==> config.mk <==
export PLATFORM = sky130hd
export DESIGN_NAME = udisk_bus_acquire
export DESIGN_NICKNAME = d
export VERILOG_FILES = /design/src/rtl/udisk_bus_acquire.sv
export SDC_FILE = /design/constraint.sdc
export NUM_CORES = 1
export LEC_CHECK = 0
export CORE_UTILIZATION = 45
export DETAILED_ROUTE_END_ITERATION = 10
export PLACE_DENSITY = 0.69
export SYNTH_ARGS = -nofsm -noshare
export SYNTH_HDL_FRONTEND = slang
export SYNTH_SLANG_ARGS = --single-unit
==> constraint.sdc <==
create_clock -name CLK -period 4.36 [get_ports CLK]
set_clock_uncertainty 0.1 [all_clocks]
set_input_delay 0.436 -clock CLK [delete_from_list [all_inputs] [get_ports CLK]]
set_output_delay 0.436 -clock CLK [all_outputs]
set_load 0.005 [all_outputs]
==> src/rtl/udisk_bus_acquire.sv <==
// UNIBUS bus acquisition for a disk controller: arbitrates NPR (DMA tenure)
// and BR4/BR5 (interrupt vector) requests, runs the SACK/BBSY handshake and
// forwards unused grants downstream.
module udisk_bus_acquire #(
  parameter int GRANT_TMO = 1000,
  parameter int DESKEW    = 8
) (
  input  logic        CLK,
  input  logic        RESET,
  // local requests
  input  logic        req_npr,
  input  logic        req_intr,
  input  logic        intr_level,
  input  logic [15:0] intr_vector,
  // `release` is a reserved word in SystemVerilog, hence release_req
  input  logic        release_req,
  // UNIBUS receivers (asynchronous to CLK)
  input  logic        BBSY_IN,
  input  logic        SSYN_IN,
  input  logic        INIT_IN,
  input  logic        NPG_IN,
  input  logic        BG4_IN,
  input  logic        BG5_IN,
  // UNIBUS drivers
  output logic        NPR_OUT,
  output logic        BR4_OUT,
  output logic        BR5_OUT,
  output logic        SACK_OUT,
  output logic        BBSY_OUT,
  output logic        INTR_OUT,
  // grants passed to the next device on the chain
  output logic        NPG_OUT,
  output logic        BG4_OUT,
  output logic        BG5_OUT,
  // vector path and status
  output logic [15:0] vec_data,
  output logic        vec_en,
  output logic        granted,
  output logic        done,
  output logic        timeout
);

  typedef enum logic [2:0] {
    S_IDLE    = 3'd0,
    S_REQ     = 3'd1,
    S_SACK    = 3'd2,
    S_WAITBUS = 3'd3,
    S_MASTER  = 3'd4,
    S_VEC     = 3'd5,
    S_INTR    = 3'd6
  } state_t;

  // Last REQ cycle before abort, and last VEC cycle of the deskew window.
  localparam logic [15:0] TMO_LAST = 16'(GRANT_TMO - 1);
  localparam logic [15:0] DSK_LAST = 16'(DESKEW - 1);

  state_t      state;
  logic [15:0] cnt;

  // Pending requests; interrupt level/vector are captured with the pulse so a
  // later req_intr cannot disturb a vector already on the bus.
  logic        npr_pend;
  logic        intr_pend;
  logic        pend_level;
  logic [15:0] pend_vec;

  // What the current transaction is: NPR, or BR at cur_level.
  logic        cur_npr;
  logic        cur_level;

  // Two-flop synchronizer, bit order {BG5, BG4, NPG, INIT, SSYN, BBSY}.
  logic [5:0]  sync_q1;
  logic [5:0]  sync_q2;

  logic        bbsy_s;
  logic        ssyn_s;
  logic        init_s;
  logic        npg_s;
  logic        bg4_s;
  logic        bg5_s;
  logic        grant_s;
  logic        req_active;

  // Synchronize all asynchronous bus receivers before any decision uses them.
  always_ff @(posedge CLK or posedge RESET) begin
    if (RESET) begin
      sync_q1 <= '0;
      sync_q2 <= '0;
    end else begin
      sync_q1 <= {BG5_IN, BG4_IN, NPG_IN, INIT_IN, SSYN_IN, BBSY_IN};
      sync_q2 <= sync_q1;
    end
  end

  assign bbsy_s = sync_q2[0];
  assign ssyn_s = sync_q2[1];
  assign init_s = sync_q2[2];
  assign npg_s  = sync_q2[3];
  assign bg4_s  = sync_q2[4];
  assign bg5_s  = sync_q2[5];

  // The grant line that answers the request currently being made.
  assign grant_s = cur_npr ? npg_s : (cur_level ? bg5_s : bg4_s);

  // Grants are blocked only while we are asking for (or acknowledging) that
  // very grant; otherwise they ripple straight through, including in reset.
  assign req_active = (state == S_REQ) || (state == S_SACK);
  assign NPG_OUT    = NPG_IN & ~(req_active &  cur_npr);
  assign BG4_OUT    = BG4_IN & ~(req_active & ~cur_npr & ~cur_level);
  assign BG5_OUT    = BG5_IN & ~(req_active & ~cur_npr &  cur_level);

  // Main sequencer; every bus output is registered alongside the state so it
  // is glitch-free and is cleared asynchronously by RESET.
  always_ff @(posedge CLK or posedge RESET) begin
    if (RESET) begin
      state      <= S_IDLE;
      cnt        <= '0;
      npr_pend   <= 1'b0;
      intr_pend  <= 1'b0;
      pend_level <= 1'b0;
      pend_vec   <= '0;
      cur_npr    <= 1'b0;
      cur_level  <= 1'b0;
      vec_data   <= '0;
      NPR_OUT    <= 1'b0;
      BR4_OUT    <= 1'b0;
      BR5_OUT    <= 1'b0;
      SACK_OUT   <= 1'b0;
      BBSY_OUT   <= 1'b0;
      INTR_OUT   <= 1'b0;
      vec_en     <= 1'b0;
      granted    <= 1'b0;
      done       <= 1'b0;
      timeout    <= 1'b0;
    end else begin
      done <= 1'b0;

      // Pulses are remembered regardless of state and served from IDLE.
      if (req_npr) npr_pend <= 1'b1;
      if (req_intr) begin
        intr_pend  <= 1'b1;
        pend_level <= intr_level;
        pend_vec   <= intr_vector;
      end

      if (init_s) begin
        // Bus INIT aborts everything; timeout is deliberately left alone.
        state     <= S_IDLE;
        npr_pend  <= 1'b0;
        intr_pend <= 1'b0;
        NPR_OUT   <= 1'b0;
        BR4_OUT   <= 1'b0;
        BR5_OUT   <= 1'b0;
        SACK_OUT  <= 1'b0;
        BBSY_OUT  <= 1'b0;
        INTR_OUT  <= 1'b0;
        vec_en    <= 1'b0;
        granted   <= 1'b0;
      end else begin
        case (state)
          S_IDLE: begin
            // NPR beats BR; the loser stays pending.
            if (npr_pend) begin
              state    <= S_REQ;
              npr_pend <= req_npr;
              cur_npr  <= 1'b1;
              cnt      <= '0;
              timeout  <= 1'b0;
              NPR_OUT  <= 1'b1;
            end else if (intr_pend) begin
              state     <= S_REQ;
              intr_pend <= req_intr;
              cur_npr   <= 1'b0;
              cur_level <= pend_level;
              vec_data  <= pend_vec;
              cnt       <= '0;
              timeout   <= 1'b0;
              BR4_OUT   <= ~pend_level;
              BR5_OUT   <= pend_level;
            end
          end

          S_REQ: begin
            cnt <= cnt + 16'd1;
            if (grant_s) begin
              // Request line falls in the same cycle SACK rises.
              state    <= S_SACK;
              NPR_OUT  <= 1'b0;
              BR4_OUT  <= 1'b0;
              BR5_OUT  <= 1'b0;
              SACK_OUT <= 1'b1;
            end else if (cnt == TMO_LAST) begin
              // Nobody granted within GRANT_TMO cycles: give up quietly.
              state   <= S_IDLE;
              NPR_OUT <= 1'b0;
              BR4_OUT <= 1'b0;
              BR5_OUT <= 1'b0;
              timeout <= 1'b1;
            end
          end

          S_SACK: begin
            // Hold SACK until the arbiter withdraws the grant.
            if (!grant_s) state <= S_WAITBUS;
          end

          S_WAITBUS: begin
            // Previous master must be fully off the bus before we take BBSY.
            if (!bbsy_s && !ssyn_s) begin
              BBSY_OUT <= 1'b1;
              cnt      <= '0;
              if (cur_npr) begin
                state   <= S_MASTER;
                granted <= 1'b1;
              end else begin
                state    <= S_VEC;
                vec_en   <= 1'b1;
                SACK_OUT <= 1'b0;
              end
            end
          end

          S_MASTER: begin
            // SACK lasts only the first MASTER cycle.
            SACK_OUT <= 1'b0;
            if (release_req) begin
              state    <= S_IDLE;
              BBSY_OUT <= 1'b0;
              granted  <= 1'b0;
              done     <= 1'b1;
            end
          end

          S_VEC: begin
            // Vector must settle on the data lines for DESKEW cycles.
            if (cnt < DSK_LAST) begin
              cnt <= cnt + 16'd1;
            end else if (!ssyn_s) begin
              state    <= S_INTR;
              INTR_OUT <= 1'b1;
              SACK_OUT <= 1'b1;
            end
          end

          S_INTR: begin
            SACK_OUT <= 1'b0;
            // CPU answers with SSYN once it has taken the vector.
            if (ssyn_s) begin
              state    <= S_IDLE;
              BBSY_OUT <= 1'b0;
              INTR_OUT <= 1'b0;
              vec_en   <= 1'b0;
              done     <= 1'b1;
            end
          end

          default: state <= S_IDLE;
        endcase
      end
    end
  end

endmodule

==> summary.json <==
{
  "final_max_slew_viol_count": {"value": 0},
  "worstHoldStart": {"value": "sync_q1[2]$_DFF_PP0_"},
  "post_cts_setup_repair_bufs": {"value": 0},
  "cts_root_buffer": {"value": "sky130_fd_sc_hd__clkbuf_8"},
  "via_per_inst": {"value": 5.63},
  "p_per_area": {"value": 430, "unit": "nW/um^2"},
  "reg2reg_slack": {"value": 1.56, "unit": "ns"},
  "synth_top_flop_cell": {"value": "sky130_fd_sc_hd__dfrtp_1"},
  "drive_above_1_share": {"value": 11.9, "unit": "%"},
  "mappedNetlistArea": {"value": 3580, "unit": "sq um"},
  "routed-via-count": {"value": 2838},
  "drt_iter0_drc": {"value": 177},
  "post_cts_hold_buffer_count": {"value": 0},
  "regToRegEndpoint": {"value": "BR5_OUT$_DFFE_PP0P_"},
  "cts_resized": {"value": 0},
  "largest_net_degree_at_the_start_of_global_routing": {"value": 59},
  "worst_skew_pair.late_latency": {"value": 0.35, "unit": "ns"},
  "grt_first_pass_wirelength": {"value": 13.4, "unit": "mm"},
  "timing.hold.worst.class": {"value": "reg2reg"},
  "max_stage_delay": {"value": 0.74, "unit": "ns"},
  "synth_seq_area_share": {"value": 54.5, "unit": "%"},
  "place.detailed.instances": {"value": 488},
  "floorplan.core_area": {"value": 7730, "unit": "sq um"},
  "grt_setup_unrepaired": {"value": "false"},
  "timing.critical_path.fanout_max": {"value": 21},
  "critical_path.startpoint_type": {"value": "register"},
  "synthesis.yosys.warnings": {"value": 0},
  "critical_path.endpoint_type": {"value": "primary output"},
  "timing.critical_path.required": {"value": 3.82, "unit": "ns"},
  "clock_path_buffers": {"value": 2},
  "power.total": {"value": 1.89, "unit": "mW"},
  "worstMarginPinSlew": {"value": 0.886, "unit": "ns"},
  "chipWidth": {"value": 91.2, "unit": "microns"},
  "worstRegToRegCells": {"value": 4},
  "worst_setup_hold_path_clk_slew": {"value": 0.08, "unit": "ns"},
  "synth_cells": {"value": 349},
  "clock-sinks": {"value": 78},
  "commonest_non_fill_non_tap_cell_in_the_layout": {"value": "sky130_fd_sc_hd__dfrtp_1"},
  "detail_route.wl_per_cell": {"value": 15.4, "unit": "microns"},
  "timing.max_slew.rel_slack": {"value": 40.7, "unit": "%"},
  "min_to": {"value": "sync_q2[2]$_DFF_PP0_"},
  "area_delta_synth_final": {"value": 22.9, "unit": "%"},
  "hold_slack": {"value": 0.251, "unit": "ns"},
  "crit_type": {"value": "reg2out"},
  "post_layout_nets": {"value": 426},
  "number_of_antenna_violations_at_the_first_check_in_global_routing": {"value": 0},
  "yosys_register_bits": {"value": 78},
  "placement_rows": {"value": 32},
  "finalNonFillerCells": {"value": 504},
  "fin_crit": {"value": 2.89, "unit": "ns"},
  "num-fill-cells": {"value": 644},
  "p_leak": {"value": 1.89, "unit": "nW"},
  "timing.critical_path.slowest_stage_cell": {"value": "sky130_fd_sc_hd__dfrtp_1"},
  "endpoints_failing_setup": {"value": 0},
  "global_route.usage.total": {"value": 20.5, "unit": "%"},
  "cap_viol_max_count": {"value": 0},
  "register_area": {"value": 1950, "unit": "sq um"},
  "multi_input_area": {"value": 1500, "unit": "sq um"},
  "detail_route.drc_violations": {"value": 0},
  "status": {"value": "complete, no violations"},
  "synthArstFlopShare": {"value": 100, "unit": "%"},
  "mostFrequentLayoutCells": {"value": "78 x sky130_fd_sc_hd__dfrtp_1, 67 x sky130_fd_sc_hd__nand2_1, 56 x sky130_fd_sc_hd__clkdlybuf4s50_1"},
  "avgSynthCellArea": {"value": 10.3, "unit": "sq um"},
  "numCtsBuffers": {"value": 9},
  "drt-total-wl": {"value": 7.76, "unit": "mm"},
  "buffer_ports.inserted": {"value": 56},
  "cts_max_level": {"value": 3},
  "tritoncts_clock_tree": {"value": "built"},
  "ir_drop": {"value": 237, "unit": "uV"},
  "synth_nets": {"value": 378},
  "top_level_ports": {"value": 57},
  "hpwlAfterDp": {"value": 5.25, "unit": "mm"},
  "first_pass_iters": {"value": 5},
  "finalSetupTns": {"value": 0, "unit": "ns"},
  "diodes": {"value": 0},
  "finalWeightedCongestion": {"value": 0.874},
  "initial_core_util": {"value": 46.3, "unit": "%"},
  "fmaxAchievable": {"value": 346, "unit": "MHz"},
  "floorplan.die_area": {"value": 8320, "unit": "sq um"},
  "final_min_period_over_clock_period": {"value": 66.3, "unit": "%"},
  "min_path_cells": {"value": 0},
  "arrival_time_at_the_worst_endpoint": {"value": 2.35, "unit": "ns"},
  "finalHoldViolCount": {"value": 0},
  "antenna_violating_nets_post_route": {"value": 0},
  "grt_pass1_vias": {"value": 2758},
  "overflow": {"value": 0},
  "timing.critical_path.cells": {"value": "nand2b_1 -> nand2_1 -> a31oi_1 -> clkdlybuf4s50_1"},
  "netlist-cell-type-count": {"value": 54},
  "timing.rr.start": {"value": "state[1]$_DFFE_PP0P_"},
  "die_h": {"value": 91.2, "unit": "microns"},
  "synth_enable_flop_cells": {"value": 0}
}
## kinds of logic after synthesis
kind of cell	after synthesis	share of synthesized area, %
compound gates	78	15.2
fa+ha+maj	1	0.349
buf+inv	31	3.56
flops	78	54.5
mux	23	7.16
simple gates	138	19.2
## registers in the layout (all words and copies together) (netlist names), 3 cells and up
| name | flops |
|---|---|
| cnt | 16 |
| pend_vec | 16 |
| state | 3 |
| sync_q1 | 6 |
| sync_q2 | 6 |
| vec_data | 16 |
## how the worst max path moves through the flow
stage	from	endpoint	slack, ns	cells after the start
2_1_floorplan	RESET	BBSY_OUT$_DFFE_PP0P_	1.83	1
3_3_place_gp	state[1]$_DFFE_PP0P_	BR5_OUT$_DFFE_PP0P_	1.66	4
3_5_place_dp	state[1]$_DFFE_PP0P_	BR5_OUT$_DFFE_PP0P_	1.57	4
4_1_cts	state[1]$_DFFE_PP0P_	BG4_OUT	1.50	4
5_1_grt	state[1]$_DFFE_PP0P_	BR5_OUT$_DFFE_PP0P_	1.25	4
6_report	state[1]$_DFFE_PP0P_	BG4_OUT	1.47	4
## metal layers
metal | part of all wire, % | wire [microns] | global-route usage [%]
met4 | 1.7 | 130 | 7.94
met1 | 47 | 3640 | 28.4
met2 | 48 | 3700 | 31.9
met3 | 3.7 | 290 | 4.10
met5 | 0 | 0 | 0
## Yosys cell counts, drive strengths merged (3+ instances only)
cell type | n | area share (%)
nand3 | 9 | 1.3
nor2 | 18 | 2.1
o22ai | 4 | 0.70
or3 | 3 | 0.52
nor3 | 11 | 1.5
o211ai | 7 | 1.5
mux2 | 21 | 6.6
nand2 | 68 | 7.2
o21ai | 18 | 2.5
nor2b | 3 | 0.52
a31oi | 3 | 0.52
nor4 | 7 | 2.1
a211o | 3 | 0.73
o31ai | 8 | 1.7
nand2b | 6 | 1.0
dfrtp | 78 | 55
clkbuf | 14 | 1.5
a21oi | 11 | 1.5
buf | 7 | 1.0
or4 | 3 | 0.63
and4 | 3 | 0.73
a311oi | 3 | 0.73
inv | 9 | 0.94
## critical path, delay by kind of cell (launching register included)
kind / cells / cell delay [ns]
flops: 1 / 0.74
buf+inv: 1 / 0.53
compound gates: 1 / 0.21
simple gates: 2 / 0.52
## final cells by class
cell class | count | share of cell area (%)
multi-input combinational | 240 | 34.1
clock inverter | 7 | 1.88
clock buffer | 9 | 2.81
sequential | 78 | 44.4
tap | 102 | 2.90
inverter | 10 | 0.853
timing repair buffer | 58 | 13.1
## where the power goes
group          switching (mW)  leakage [nW]  internal [mW]
registers              0.0891         0.988          0.827
clock network           0.285         0.103          0.273
logic                   0.185         0.799          0.233
## per-stage QoR
step	utilization [%]	cell area, sq um	setup slack [ns]
after floorplan	-	3580	1.83
after global placement	54.3	4190	1.66
after detailed placement	54.3	4190	1.57
after CTS	56.9	4400	1.50
after global routing	56.9	4400	1.25
final	56.9	4400	1.47
(Power assumes the default switching activity.)
